File: src/rtl/display_scan_controller.sv
// display_scan_controller: 4-digit multiplexed 7-segment scan with frame-boundary arbitration and blanking gaps.
// Optional feature macro: DISPLAY_BLINK_EN (blink alarm-owned frames every BLINK_FRAMES frames).
module display_scan_controller #(
  parameter int unsigned DWELL_CYCLES = 50000,
  parameter int unsigned BLANK_CYCLES = 4,
  parameter int unsigned BLINK_FRAMES = 64
) (
  input  logic        clk,
  input  logic        rst_n,
  input  logic        sns_req,
  input  logic [15:0] sns_data,
  output logic        sns_ack,
  input  logic        alm_req,
  input  logic [15:0] alm_data,
  output logic        alm_ack,
  output logic [3:0]  dig_en,
  output logic [6:0]  seg,
  output logic        frame_start,
  output logic        owner
);

  localparam int unsigned CNT_MAX = (DWELL_CYCLES > BLANK_CYCLES) ? DWELL_CYCLES : BLANK_CYCLES;
  localparam int unsigned CW      = (CNT_MAX > 1) ? $clog2(CNT_MAX) : 1;

  if (DWELL_CYCLES < 1 || BLANK_CYCLES < 1 || BLINK_FRAMES < 1) begin : g_bad_params
    $error("display_scan_controller: DWELL_CYCLES, BLANK_CYCLES and BLINK_FRAMES must be >= 1");
  end

  typedef enum logic [1:0] {
    ST_ARB,
    ST_BLANK,
    ST_ON
  } state_e;

  state_e        state_q, state_d;
  logic [CW-1:0] cnt_q, cnt_d;
  logic [1:0]    idx_q, idx_d;
  logic [15:0]   frame_q, frame_d;
  logic          owner_q, owner_d;
  logic          sns_ack_q, sns_ack_d;
  logic          alm_ack_q, alm_ack_d;
  logic          frame_start_q, frame_start_d;
  logic [3:0]    dig_en_q, dig_en_d;
  logic [6:0]    seg_q, seg_d;
  logic [3:0]    nib_d;
  logic          dark_d;

  function automatic logic [6:0] hex7(input logic [3:0] n);
    logic [6:0] s;
    s = '0;
    case (n)
      4'h0: s = 7'h3F;
      4'h1: s = 7'h06;
      4'h2: s = 7'h5B;
      4'h3: s = 7'h4F;
      4'h4: s = 7'h66;
      4'h5: s = 7'h6D;
      4'h6: s = 7'h7D;
      4'h7: s = 7'h07;
      4'h8: s = 7'h7F;
      4'h9: s = 7'h6F;
      4'hA: s = 7'h77;
      4'hB: s = 7'h7C;
      4'hC: s = 7'h39;
      4'hD: s = 7'h5E;
      4'hE: s = 7'h79;
      4'hF: s = 7'h71;
    endcase
    return s;
  endfunction

`ifdef DISPLAY_BLINK_EN
  localparam int unsigned BW = $clog2(2 * BLINK_FRAMES);
  logic [BW-1:0] blink_q, blink_d;
`endif

  always_comb begin
    state_d       = state_q;
    cnt_d         = cnt_q;
    idx_d         = idx_q;
    frame_d       = frame_q;
    owner_d       = owner_q;
    sns_ack_d     = 1'b0;
    alm_ack_d     = 1'b0;
    frame_start_d = 1'b0;
`ifdef DISPLAY_BLINK_EN
    blink_d       = blink_q;
`endif

    case (state_q)
      ST_ARB: begin
        state_d       = ST_BLANK;
        cnt_d         = '0;
        idx_d         = '0;
        frame_start_d = 1'b1;
`ifdef DISPLAY_BLINK_EN
        // Blink phase restarts visible whenever the alarm takes the display over.
        if (alm_req && !owner_q) begin
          blink_d = '0;
        end else if (blink_q == BW'(2 * BLINK_FRAMES - 1)) begin
          blink_d = '0;
        end else begin
          blink_d = blink_q + 1'b1;
        end
`endif
        if (alm_req) begin
          frame_d   = alm_data;
          owner_d   = 1'b1;
          alm_ack_d = 1'b1;
        end else if (sns_req) begin
          frame_d   = sns_data;
          owner_d   = 1'b0;
          sns_ack_d = 1'b1;
        end
      end
      ST_BLANK: begin
        if (cnt_q == CW'(BLANK_CYCLES - 1)) begin
          state_d = ST_ON;
          cnt_d   = '0;
        end else begin
          cnt_d = cnt_q + 1'b1;
        end
      end
      ST_ON: begin
        if (cnt_q == CW'(DWELL_CYCLES - 1)) begin
          cnt_d = '0;
          idx_d = idx_q + 2'd1;
          if (idx_q == 2'd3) begin
            state_d = ST_ARB;
          end else begin
            state_d = ST_BLANK;
          end
        end else begin
          cnt_d = cnt_q + 1'b1;
        end
      end
      default: state_d = ST_ARB;
    endcase

`ifdef DISPLAY_BLINK_EN
    dark_d = owner_d && (blink_d >= BW'(BLINK_FRAMES));
`else
    dark_d = 1'b0;
`endif

    // Outputs are decoded from next-state values so the registered pins line up with the state.
    nib_d    = 4'(frame_d >> {idx_d, 2'b00});
    dig_en_d = '0;
    seg_d    = '0;
    if (state_d == ST_ON && !dark_d) begin
      dig_en_d = 4'b0001 << idx_d;
      seg_d    = hex7(nib_d);
    end
  end

  always_ff @(posedge clk) begin
    if (!rst_n) begin
      state_q       <= ST_ARB;
      cnt_q         <= '0;
      idx_q         <= '0;
      frame_q       <= '0;
      owner_q       <= 1'b0;
      sns_ack_q     <= 1'b0;
      alm_ack_q     <= 1'b0;
      frame_start_q <= 1'b0;
      dig_en_q      <= '0;
      seg_q         <= '0;
`ifdef DISPLAY_BLINK_EN
      blink_q       <= '0;
`endif
    end else begin
      state_q       <= state_d;
      cnt_q         <= cnt_d;
      idx_q         <= idx_d;
      frame_q       <= frame_d;
      owner_q       <= owner_d;
      sns_ack_q     <= sns_ack_d;
      alm_ack_q     <= alm_ack_d;
      frame_start_q <= frame_start_d;
      dig_en_q      <= dig_en_d;
      seg_q         <= seg_d;
`ifdef DISPLAY_BLINK_EN
      blink_q       <= blink_d;
`endif
    end
  end

  assign sns_ack     = sns_ack_q;
  assign alm_ack     = alm_ack_q;
  assign frame_start = frame_start_q;
  assign owner       = owner_q;
  assign dig_en      = dig_en_q;
  assign seg         = seg_q;

endmodule
File: config.mk
export PLATFORM = sky130hd
export DESIGN_NAME = display_scan_controller
export DESIGN_NICKNAME = d
export VERILOG_FILES = /design/src/rtl/display_scan_controller.sv
export SDC_FILE = /design/constraint.sdc
export NUM_CORES = 1
export LEC_CHECK = 0
export ABC_CLOCK_PERIOD_IN_PS = 4500
export BUFFER_PORTS_ARGS = -buffer_cell sky130_fd_sc_hd__buf_2
export CORE_ASPECT_RATIO = 0.8
export CORE_MARGIN = 2
export CORE_UTILIZATION = 55
export DETAILED_ROUTE_END_ITERATION = 6
export HOLD_SLACK_MARGIN = 0.06
export PLACE_DENSITY = 0.84
export SLEW_MARGIN = 10
export SYNTH_ARGS = -nofsm -noshare
export SYNTH_HDL_FRONTEND = slang
export SYNTH_SLANG_ARGS = --single-unit
File: constraint.sdc
create_clock -name clk -period 4.5 [get_ports clk]
set_clock_uncertainty 0.1 [all_clocks]
set_input_delay 0.9 -clock clk [delete_from_list [all_inputs] [get_ports clk]]
set_output_delay 0.9 -clock clk [all_outputs]
set_load 0.005 [all_outputs]
==> impl_metrics.csv <==
group,metric,value,unit
route,drc,0,
cts,cts.reportedPaths.clkPinSlew,0.09,ns
cts,cts-root-buf,"clkbuf_8",
synthesis,seq_area_frac_synth,38.6,%
power_and_ir_drop,p_sw,244,µW
sta,worstMarginPinSlew,1.03,ns
outcome,status,"completed",
power_and_ir_drop,p_per_area,312,mW/mm²
setup_path,cp_slowest_cell,"or4_1",
power_and_ir_drop,combPwrFrac,17.4,%
cts,tritoncts,"built",
placed_design,place_ws,0.800,ns
cts,clk_latency,0.30,ns
setup_path,start_kind,"flop",
route,drtIter0Drc,97,
sta,hold_violations,0,
die,num_rows,22,
synthesis,syn_inst,282,
synthesis,ys_ff_latch,51,
layout,syn_to_final_growth,12.0,%
setup_path,path_buf_inv,2,
layout,post-route-util,64.4,%
grt,grt.total_usage,21.9,%
setup_path,cp_top_family,"simple AND/OR/NAND/NOR gates",
cts,numCtsBuffers,5,
grt,grt_max_degree,26,
sta,finalCritPeriodShare,83.1,%
placed_design,dp_hpwl,4080,µm
sta,max_freq,0.267,GHz
layout,final_cell_mix,"51 x dfxtp_1, 50 x buf_2, 32 x o22ai_1",
placed_design,io_buffers,50,
cts,cts-hold-fix-buffers,0,
placed_design,dp_cells,376,
route,wl_per_cell,14.9,µm
placed_design,placed_area,0.00286,mm²
synthesis,yosys_warnings,0,
setup_path,end_kind,"flop",
cts,cts.sinks,51,
sta,finalSetupViolCount,0,
setup_path,cp_max_fo,12,
grt,grt_pass1_wl,9090,µm
cts,h-tree-depth,2,
setup_path,max_stage_delay,0.64,ns
grt,grt_antenna_before_repair,0,
cts,clockBufferDepth,2,
sta,rsz0062_at_grt,"false",
power_and_ir_drop,leakagePower,1.37,nW
die,dieArea,0.00538,mm²
synthesis,synthDistinctLibCells,51,
power_and_ir_drop,p_int,679,µW
cts,cts_setup_buffers,0,
setup_path,reg2reg_depth,11,
die,core-area,0.00460,mm²
die,die_y,66.0,µm
synthesis,yosysTopAreaCellShare,38.6,%
die,die_x,81.5,µm
min_path,hold-path-endpoint,"owner",
power_and_ir_drop,total_power,923,µW
min_path,worstHoldStart,"owner",
power_and_ir_drop,vdd_drop_max,184,µV
layout,nets,373,
setup_path,path_cells,"ha_1, or4b_1, or4_1, mux2i_4, mux2i_1, mux2i_1, inv_1, ha_1, inv_1, mux2i_1, a221oi_1",
sta,setup_slack,0.759,ns
synthesis,syn_avg_cell_area,9.38,µm²
layout,design_area,0.00296,mm²
synthesis,synth_area_leaders,"dfxtp_1 39%, o22ai_1 7.6%, ha_1 6.6%, mux2i_1 5.7%, and2_1 5.2%",
synthesis,synth_area,0.00264,mm²
synthesis,synth_top_area_cell,"dfxtp_1",
route,dr.pass1.iters,4,
layout,mostFrequentLayoutCell,"dfxtp_1",
power_and_ir_drop,seqPwrFrac,51.8,%
synthesis,synth_nets,332,
sta,max-slew-margin-rel,30.7,%
sta,drv_slew,0,
grt,grt-ovfl-total,0,
sta,fin_crit,3.74,ns
sta,holdWs,0.372,ns
route,ant_nets,0,
flow_run,cap_viol_max_count,0,
min_path,hp-class,"flop to flop",
layout,diodes,0,
route,via_count,2199,
die,pin_count,51,
setup_path,path_common_cell,"mux2i_1",
power_and_ir_drop,switching_share,26.4,%
setup_path,r2r-end,"seg[1]",
layout,instances_no_fill,384,
power_and_ir_drop,power_frac_clock,30.8,%
setup_path,worstSetupPathType,"flop to flop",
setup_path,r2r_slack,0.76,ns
placed_design,gp_congestion,0.837,
die,start_util,57.5,%
setup_path,timing.rr.start,"cnt_q[0]",
route,finalWirelength,5740,µm
grt,grt_pass1_vias,2011,
setup_path,required,4.62,ns
route,routed_via_density,5.73,
sta,finalSetupTns,0,ns
layout,layout-drive-gt1-share,21.6,%
min_path,hold_path_depth,2,
setup_path,worstPathArrival,3.86,ns
cts,cts_resized,0,
-- cells in the mapped netlist (all sizes together) --
cell           number
a41o                1
nor4                2
nand2               7
nand4               4
a32oi               1
or2                 1
o21ai               3
a221oi              4
nor4b               3
nand3               7
and4b               1
and2b               3
xnor2               6
inv                 9
and3                8
clkinv              1
or4b                1
a21oi              16
a21boi              1
or3b                1
dfxtp              51
o22ai              32
and3b               1
clkdlybuf4s50       1
and2               22
nor2               21
nor2b               1
a211o               2
or2b                1
or4                 3
a311oi              1
mux2                3
xor2               10
a22o                2
nor3                4
mux2i              16
buf                 6
clkbuf              9
ha                 14
nand2b              1
nand4b              1
-- worst register-to-register path, delay by kind of cell, from the launching register on --
family	cells	cell delay [ns]
mux	4	1.11
simple gates	2	1.09
fa+ha+maj	2	0.50
flops	1	0.39
buf+inv	2	0.25
compound gates	1	0.23
-- kinds of logic (layout without fill, tap and decap cells) --
family | Yosys count | after routing | share of synthesized area [%]
simple gates | 93 | 93 | 20.4
compound gates | 63 | 63 | 15.6
flops | 51 | 51 | 38.6
buf+inv | 26 | 68 | 5.54
mux | 19 | 19 | 7.95
xor+xnor | 16 | 16 | 5.30
fa+ha+maj | 14 | 14 | 6.63
-- per-layer routing --
layer,track usage (%),vias to the layer above,wire (µm)
li1,-,1098,-
met1,31.9,1024,2880
met2,32.2,70,2410
met3,4.92,7,388
met4,6.57,0,60
met5,0,-,0
-- flip-flops by register name (all words and copies together), names as in the netlist, 2 cells and up --
register and count:
cnt_q 16, seg 7, state_q 2, dig_en 4, idx_q 2, frame_q 16
-- power groups by stage --
stage	Sequential, mW	Combinational [mW]	Clock, mW
after CTS	0.478	0.159	0.289
after detailed placement	0.488	0.157	0
after global routing	0.480	0.178	0.309
final	0.478	0.161	0.285
after floorplan	0.487	0.120	0
after global placement	0.487	0.153	0
-- how the worst max path moves through the flow --
stage | start | endpoint | slack [ns] | cells past startpoint
after detailed placement | cnt_q[0] | seg[3] | 0.80 | 11
final | cnt_q[0] | seg[1] | 0.76 | 11
after floorplan | cnt_q[0] | seg[3] | 1.20 | 13
after CTS | cnt_q[0] | seg[3] | 0.75 | 11
after global routing | cnt_q[0] | seg[1] | 0.44 | 11
after global placement | cnt_q[0] | seg[3] | 0.92 | 11
-- cell type report --
type	count	area [µm²]
Clock buffer	8	100
Inverter	10	37.5
Timing Repair Buffer	50	250
Multi-Input combinational cell	205	1480
Fill cell	384	1640
Sequential cell	51	1020
Tap cell	60	75.1
Power figures use the tool's default switching activity.
